===== src/rtl/dct_mac_if.sv =====
// Sample-in / coefficient-out handshake bundle for the
// 1-D transform engine.
interface dct_mac_if #(
    parameter int N          = 8,
    parameter int DATA_WIDTH = 8,
    parameter int OUT_WIDTH  = 12
);
    localparam int IW = $clog2(N);

    logic signed [DATA_WIDTH-1:0] in_data;
    logic                         in_valid;
    logic                         in_last;
    logic                         in_ready;
    logic                         inv;
    logic signed [OUT_WIDTH-1:0]  out_data;
    logic [IW-1:0]                out_idx;
    logic                         out_last;
    logic                         out_sat;
    logic                         out_valid;
    logic                         out_ready;
    logic                         err;

    modport master (
        output in_data, in_valid, in_last, inv, out_ready,
        input  in_ready, out_data, out_idx, out_last,
        input  out_sat, out_valid, err
    );

    modport slave (
        input  in_data, in_valid, in_last, inv, out_ready,
        output in_ready, out_data, out_idx, out_last,
        output out_sat, out_valid, err
    );
endinterface


===== src/rtl/dct_mac_engine.sv =====
// N-point matrix-vector MAC engine with streaming input and a
// double-buffered, rounded and saturated output bank.
module dct_mac_engine #(
    parameter int N          = 8,
    parameter int DATA_WIDTH = 8,
    parameter int COEF_WIDTH = 8,
    parameter int OUT_WIDTH  = 12,
    parameter int SHIFT      = 0
) (
    input  logic                         clk,
    input  logic                         rst_n,
    input  logic [N*N*COEF_WIDTH-1:0]    coef,
    dct_mac_if.slave                     bus
);
    localparam int IW    = $clog2(N);
    localparam int PW    = DATA_WIDTH + COEF_WIDTH;
    localparam int ACC_W = PW + IW;
    localparam int RW    = ACC_W + 1;
    localparam int WW    = (RW > OUT_WIDTH ? RW : OUT_WIDTH) + 1;
    localparam logic [IW-1:0] LAST = IW'(N - 1);
    localparam int RSH = (SHIFT > 0) ? SHIFT - 1 : 0;
    localparam logic [RW-1:0] RND =
        (SHIFT > 0) ? (RW'(1) << RSH) : '0;
    localparam logic signed [WW-1:0] MAXV =
        {{(WW-OUT_WIDTH+1){1'b0}}, {(OUT_WIDTH-1){1'b1}}};
    localparam logic signed [WW-1:0] MINV = ~MAXV;

    logic [IW-1:0] idx_q, idx_d;
    logic [IW-1:0] out_idx_q, out_idx_d;
    logic          inv_q, inv_d;
    logic          full_q, full_d;
    logic          err_q, err_d;

    logic signed [ACC_W-1:0] acc_q  [N];
    logic signed [ACC_W-1:0] acc_d  [N];
    logic signed [ACC_W-1:0] bank_q [N];
    logic signed [ACC_W-1:0] bank_d [N];

    logic signed [COEF_WIDTH-1:0] csel [N];
    logic signed [PW-1:0]         prod [N];

    logic mode;
    logic accept;
    logic drain;
    logic drain_end;

    assign drain     = full_q && bus.out_ready;
    assign drain_end = drain && (out_idx_q == LAST);
    assign bus.in_ready = !((idx_q == LAST) && full_q && !drain_end);
    assign accept    = bus.in_valid && bus.in_ready;
    assign mode      = (idx_q == '0) ? bus.inv : inv_q;

    // Inverse mode walks the transposed matrix: C[i][k] instead of C[k][i].
    always_comb begin
        for (int k = 0; k < N; k++) begin
            if (mode)
                csel[k] = coef[(int'(idx_q)*N + k)*COEF_WIDTH +: COEF_WIDTH];
            else
                csel[k] = coef[(k*N + int'(idx_q))*COEF_WIDTH +: COEF_WIDTH];
            prod[k] = bus.in_data * csel[k];
        end
    end

    always_comb begin
        idx_d     = idx_q;
        out_idx_d = out_idx_q;
        inv_d     = inv_q;
        full_d    = full_q;
        err_d     = 1'b0;
        acc_d     = acc_q;
        bank_d    = bank_q;

        if (drain) begin
            out_idx_d = out_idx_q + 1'b1;
            if (out_idx_q == LAST)
                full_d = 1'b0;
        end

        if (accept) begin
            if (idx_q == '0)
                inv_d = bus.inv;
            if (idx_q == LAST) begin
                for (int k = 0; k < N; k++) begin
                    bank_d[k] = acc_q[k] + {{IW{prod[k][PW-1]}}, prod[k]};
                    acc_d[k]  = '0;
                end
                idx_d     = '0;
                out_idx_d = '0;
                full_d    = 1'b1;
                err_d     = !bus.in_last;
            end else if (bus.in_last) begin
                for (int k = 0; k < N; k++)
                    acc_d[k] = '0;
                idx_d = '0;
                err_d = 1'b1;
            end else begin
                for (int k = 0; k < N; k++)
                    acc_d[k] = acc_q[k] + {{IW{prod[k][PW-1]}}, prod[k]};
                idx_d = idx_q + 1'b1;
            end
        end
    end

    always_ff @(posedge clk) begin
        if (!rst_n) begin
            idx_q     <= '0;
            out_idx_q <= '0;
            inv_q     <= 1'b0;
            full_q    <= 1'b0;
            err_q     <= 1'b0;
            for (int k = 0; k < N; k++) begin
                acc_q[k]  <= '0;
                bank_q[k] <= '0;
            end
        end else begin
            idx_q     <= idx_d;
            out_idx_q <= out_idx_d;
            inv_q     <= inv_d;
            full_q    <= full_d;
            err_q     <= err_d;
            acc_q     <= acc_d;
            bank_q    <= bank_d;
        end
    end

    logic signed [ACC_W-1:0] sel;
    logic signed [RW-1:0]    sum;
    logic signed [RW-1:0]    shr;
    logic signed [WW-1:0]    r;
    logic signed [OUT_WIDTH-1:0] odata;
    logic                    osat;

    // Round half toward +inf, then clamp to the output range.
    always_comb begin
        sel = bank_q[out_idx_q];
        sum = {sel[ACC_W-1], sel} + RND;
        shr = sum >>> SHIFT;
        r   = {{(WW-RW){shr[RW-1]}}, shr};
        osat  = 1'b0;
        odata = r[OUT_WIDTH-1:0];
        if (r > MAXV) begin
            osat  = 1'b1;
            odata = MAXV[OUT_WIDTH-1:0];
        end else if (r < MINV) begin
            osat  = 1'b1;
            odata = MINV[OUT_WIDTH-1:0];
        end
    end

    assign bus.out_valid = full_q;
    assign bus.out_idx   = out_idx_q;
    assign bus.out_last  = (out_idx_q == LAST);
    assign bus.out_data  = odata;
    assign bus.out_sat   = full_q && osat;
    assign bus.err       = err_q;
endmodule


===== src/flat_wrapper.sv =====
// flat-port wrapper written by rule: the top's interface ports become plain ports
module dct_mac_engine_flat 
#(
    parameter int N          = 8,
    parameter int DATA_WIDTH = 8,
    parameter int COEF_WIDTH = 8,
    parameter int OUT_WIDTH  = 12,
    parameter int SHIFT      = 0
)
  (clk, rst_n, coef, bus_in_data, bus_in_valid, bus_in_last, bus_inv, bus_out_ready, bus_in_ready, bus_out_data, bus_out_idx, bus_out_last, bus_out_sat, bus_out_valid, bus_err);
  dct_mac_if #(.N(N), .DATA_WIDTH(DATA_WIDTH), .OUT_WIDTH(OUT_WIDTH)) bus_i ();
  input  logic clk;
  input  logic rst_n;
  input  logic [N*N*COEF_WIDTH-1:0] coef;
  input wire logic [$bits(bus_i.in_data)-1:0] bus_in_data;
  input wire logic [$bits(bus_i.in_valid)-1:0] bus_in_valid;
  input wire logic [$bits(bus_i.in_last)-1:0] bus_in_last;
  input wire logic [$bits(bus_i.inv)-1:0] bus_inv;
  input wire logic [$bits(bus_i.out_ready)-1:0] bus_out_ready;
  output wire logic [$bits(bus_i.in_ready)-1:0] bus_in_ready;
  output wire logic [$bits(bus_i.out_data)-1:0] bus_out_data;
  output wire logic [$bits(bus_i.out_idx)-1:0] bus_out_idx;
  output wire logic [$bits(bus_i.out_last)-1:0] bus_out_last;
  output wire logic [$bits(bus_i.out_sat)-1:0] bus_out_sat;
  output wire logic [$bits(bus_i.out_valid)-1:0] bus_out_valid;
  output wire logic [$bits(bus_i.err)-1:0] bus_err;
  assign bus_i.in_data = bus_in_data;
  assign bus_i.in_valid = bus_in_valid;
  assign bus_i.in_last = bus_in_last;
  assign bus_i.inv = bus_inv;
  assign bus_i.out_ready = bus_out_ready;
  assign bus_in_ready = bus_i.in_ready;
  assign bus_out_data = bus_i.out_data;
  assign bus_out_idx = bus_i.out_idx;
  assign bus_out_last = bus_i.out_last;
  assign bus_out_sat = bus_i.out_sat;
  assign bus_out_valid = bus_i.out_valid;
  assign bus_err = bus_i.err;
  dct_mac_engine #(.N(N), .DATA_WIDTH(DATA_WIDTH), .COEF_WIDTH(COEF_WIDTH), .OUT_WIDTH(OUT_WIDTH), .SHIFT(SHIFT)) u_core (.clk(clk), .rst_n(rst_n), .coef(coef), .bus(bus_i));
endmodule

===== config.mk =====
export PLATFORM = sky130hd
export DESIGN_NAME = dct_mac_engine_flat
export DESIGN_NICKNAME = d
export VERILOG_FILES = /design/src/rtl/dct_mac_if.sv /design/src/rtl/dct_mac_engine.sv /design/src/flat_wrapper.sv
export SDC_FILE = /design/constraint.sdc
export NUM_CORES = 2
export LEC_CHECK = 0
export ABC_CLOCK_PERIOD_IN_PS = 20700
export CORE_MARGIN = 2
export CORE_UTILIZATION = 55
export DETAILED_ROUTE_END_ITERATION = 12
export GPL_TIMING_DRIVEN = 0
export PLACE_DENSITY_LB_ADDON = 0.12
export SYNTH_ARGS = -nofsm -noshare
export SYNTH_HDL_FRONTEND = slang
export SYNTH_SLANG_ARGS = --single-unit

===== constraint.sdc =====
create_clock -name clk -period 20.7 [get_ports clk]
set_clock_uncertainty 0.05 [all_clocks]
set_input_delay 5.175 -clock clk [delete_from_list [all_inputs] [get_ports clk]]
set_output_delay 5.175 -clock clk [all_outputs]
set_load 0.05 [all_outputs]

==> flow_summary.yaml <==
floorplanning:
  fp-row-count: 106
  coreArea_sq_um: 83700
  start_util_pct: 55.6
  ios: 546
  chipWidth_microns: 295
  die_area_sq_um: 87000
  die_y_microns: 295
timing:
  hold_viol_final: 0
  slew_headroom_pct: -7.03
  grt_setup_unrepaired: "no"
  fin_crit_sh_pct: 70.9
  max_freq_mhz: 68.1
  finalSetupViolCount: 0
  finalCriticalPeriod_ns: 14.67
  finalMaxSlewViolations: 9
  worst_pin_slew_ns: 1.60
  setup_tns_ns: 0
  setup_slack_ns: 6.03
critical_path:
  r2r-start: "u_core.idx_q[0]"
  worst-r2r-setup-slack_ns: 8.26
  cp_slowest_stage_delay_ns: 0.88
  crit_arrival_ns: 15.04
  critical_path_class: "in -> reg"
  crit_path_end_kind: "register"
  r2r_end: "u_core.acc_q[94]"
  crit_fanout: 10
  r2r_cells: 35
  crit_end: "u_core.acc_q[94]"
  cpMostUsedCell: "fa_1"
  cp-startpoint: "bus_inv"
  cp_data_required_time_ns: 21.06
  cp-start-kind: "primary input"
  cpMaxStageDelayCell: "a31oi_1"
grt:
  grt_pass1_vias: 45200
  track_usage_pct: 49.4
  antenna_found_initial: 19
  grt_pass1_wl_mm: 307
  grt_max_degree: 18
  grt-ovfl-total: 0
detailed_routing:
  dr.first_iter.drc_count: 4935
  met1_length_mm: 73.3
  dr.pass1.iters: 9
  routed-wl-met3_mm: 21.7
  antenna_left: 0
  viasPerCell: 6.58
  highest_layer: "met5"
  wl_met2_mm: 95.3
  avgRoutedWirePerCell_microns: 31.6
  vias: 45000
  totalWireLength_mm: 216
  drcViolationCount: 0
placed_design:
  dpl_worst_slack_ns: 6.00
  port_buffers: 538
  gp_congestion: 1.10
  post-dp-hpwl_mm: 180
cts:
  cts_setup_buffers: 0
  cts_tree: "built"
  cts-root-buf: "clkbuf_16"
  htreeDepth: 1
  clock_sinks: 313
  ctsLongestPathBuffers: 3
  clk_transition_reported_paths_ns: 0.07
  holdBufCountCts: 0
  cts_buffers: 28
  insertion_delay_ns: 0.57
  cts_resized: 0
synth:
  avgSynthCellArea_sq_um: 9.14
  synth.distinct_cells: 94
  yosysMostFrequentCell: "inv_1"
  ys_dominant_reg_cell: "dfxtp_1"
  netlist.area_leader.share_pct: 19.3
  yosysWarnings: 0
  async_flop_share_pct: 0
  syn_nets: 6453
  ys_seq_area_share_pct: 13.5
  synth_area_leader_cell: "fa_1"
  synth_commonest_cells: "inv_1 (616), nand2_1 (588), fa_1 (449)"
  post_synth_inst_count: 5097
  synth_edf_count: 0
  synth_area_sq_um: 46600
  yosys-top-cells-area: "fa_1 (19%), mux4_2 (15%), dfxtp_1 (13%)"
  ys_ff_latch: 313
final_layout:
  drive_above_1_share_pct: 8.63
  area_growth_syn_to_layout_pct: 16.7
  fin_nets: 7022
job:
  cap_violations: 2
run_status:
  status: "finished with violations"
  violations: "max-capacitance violations, max-slew violations"
min_path:
  hold_class: "reg -> reg"
[logic make-up (layout without fill, tap and decap cells)]
group / count (synthesis) / after routing / synth area share [%]
and+or+nand+nor: 1487 / 1487 / 15.2
AOI/OAI and AO/OA: 958 / 958 / 13.3
buffers and inverters: 890 / 1481 / 7.56
adders and majority gates: 830 / 830 / 29.5
muxes: 357 / 357 / 15.9
DFF: 313 / 313 / 13.5
xor gates and xnor gates: 262 / 262 / 5.06
other: 0 / 16 / 0
[flip-flops by register name, summed over array words and instances, names as in the netlist]
signal	cells
u_core.bus.out_idx	3
u_core.bus.err	1
u_core.idx_q	3
u_core.inv_q	1
u_core.bank_q	152
u_core.bus.out_valid	1
u_core.acc_q	152
[worst max-delay path: cells and delay by family]
family                   cells  cell delay, ns
multiplexers                 1            0.25
AO/OA/AOI/OAI                8            2.17
adder cells (fa/ha/maj)      6            2.78
XOR/XNOR                     2            0.84
AND/OR/NAND/NOR              8            1.60
buffers and inverters        6            2.14
[cell usage in the layout (no fill, tap or decap), types with 9 or more instances in the layout]
master / count
a21o_1: 81
o21bai_1: 30
fa_1: 449
ha_1: 381
nand3_1: 93
mux4_2: 307
and2_1: 267
or3_1: 18
nand4_1: 17
xnor2_1: 193
mux2i_1: 45
nand2b_1: 74
a22oi_1: 83
nor2_1: 275
nand2_1: 588
and3_1: 27
xor2_1: 64
clkbuf_1: 166
inv_1: 616
buf_1: 25
diode_2: 16
o211ai_1: 22
nand3b_1: 10
a21oi_1: 292
nor2b_1: 31
a31oi_1: 35
clkbuf_16: 29
a22o_1: 21
a211oi_1: 54
o21ai_0: 185
o21a_1: 33
dfxtp_1: 313
clkdlybuf4s50_1: 538
nor4_1: 10
o221ai_1: 9
nor3_1: 40
buf_2: 63
o31ai_1: 10
buf_4: 16
[how the worst min path moves through the flow]
| stage | slack [ns] | end | startpoint | cells past startpoint |
|---|---|---|---|---|
| CTS | 0.41 | u_core.bank_q[28] | u_core.bank_q[28] | 2 |
| finish | 0.40 | u_core.bank_q[28] | u_core.bank_q[28] | 2 |
| global route | 0.42 | u_core.bank_q[33] | u_core.bank_q[33] | 2 |
| floorplan | 0.37 | u_core.acc_q[18] | u_core.acc_q[18] | 2 |
| detailed placement | 0.40 | u_core.bank_q[104] | u_core.bank_q[104] | 2 |
| global placement | 0.39 | u_core.acc_q[18] | u_core.acc_q[18] | 2 |
[routing by layer]
layer  vias to the layer above  track usage (%)
met5                         -                0
met3                      1020             12.0
met2                      3234             76.8
met4                         6             47.8
met1                     22000             55.6
li1                      18700                -
[stage by stage]
stage / area [sq um] / hold slack (ns) / util [%] / std cells
6_report: 54400 / 0.404 / 64.9 / 6838
5_1_grt: 54300 / 0.424 / 64.9 / 6831
4_1_cts: 54300 / 0.405 / 64.9 / 6822
3_5_place_dp: 53400 / 0.395 / 63.8 / 6770
3_3_place_gp: 53400 / 0.385 / 63.8 / 6769
2_1_floorplan: 46600 / 0.373 / - / 5097
[final cells by class]
cell class	instances	area, sq um
multi-input combinational	3894	36800
fill	6812	29300
sequential	313	6270
timing repair buffer	539	5390
inverter	618	2320
tap	1134	1420
buffer	272	1200
clock buffer	36	792
clock inverter	16	135
antenna	16	40.0
Power is not shown: default switching activity piles up to over one toggle a cycle in this logic, so the estimate is an artifact.
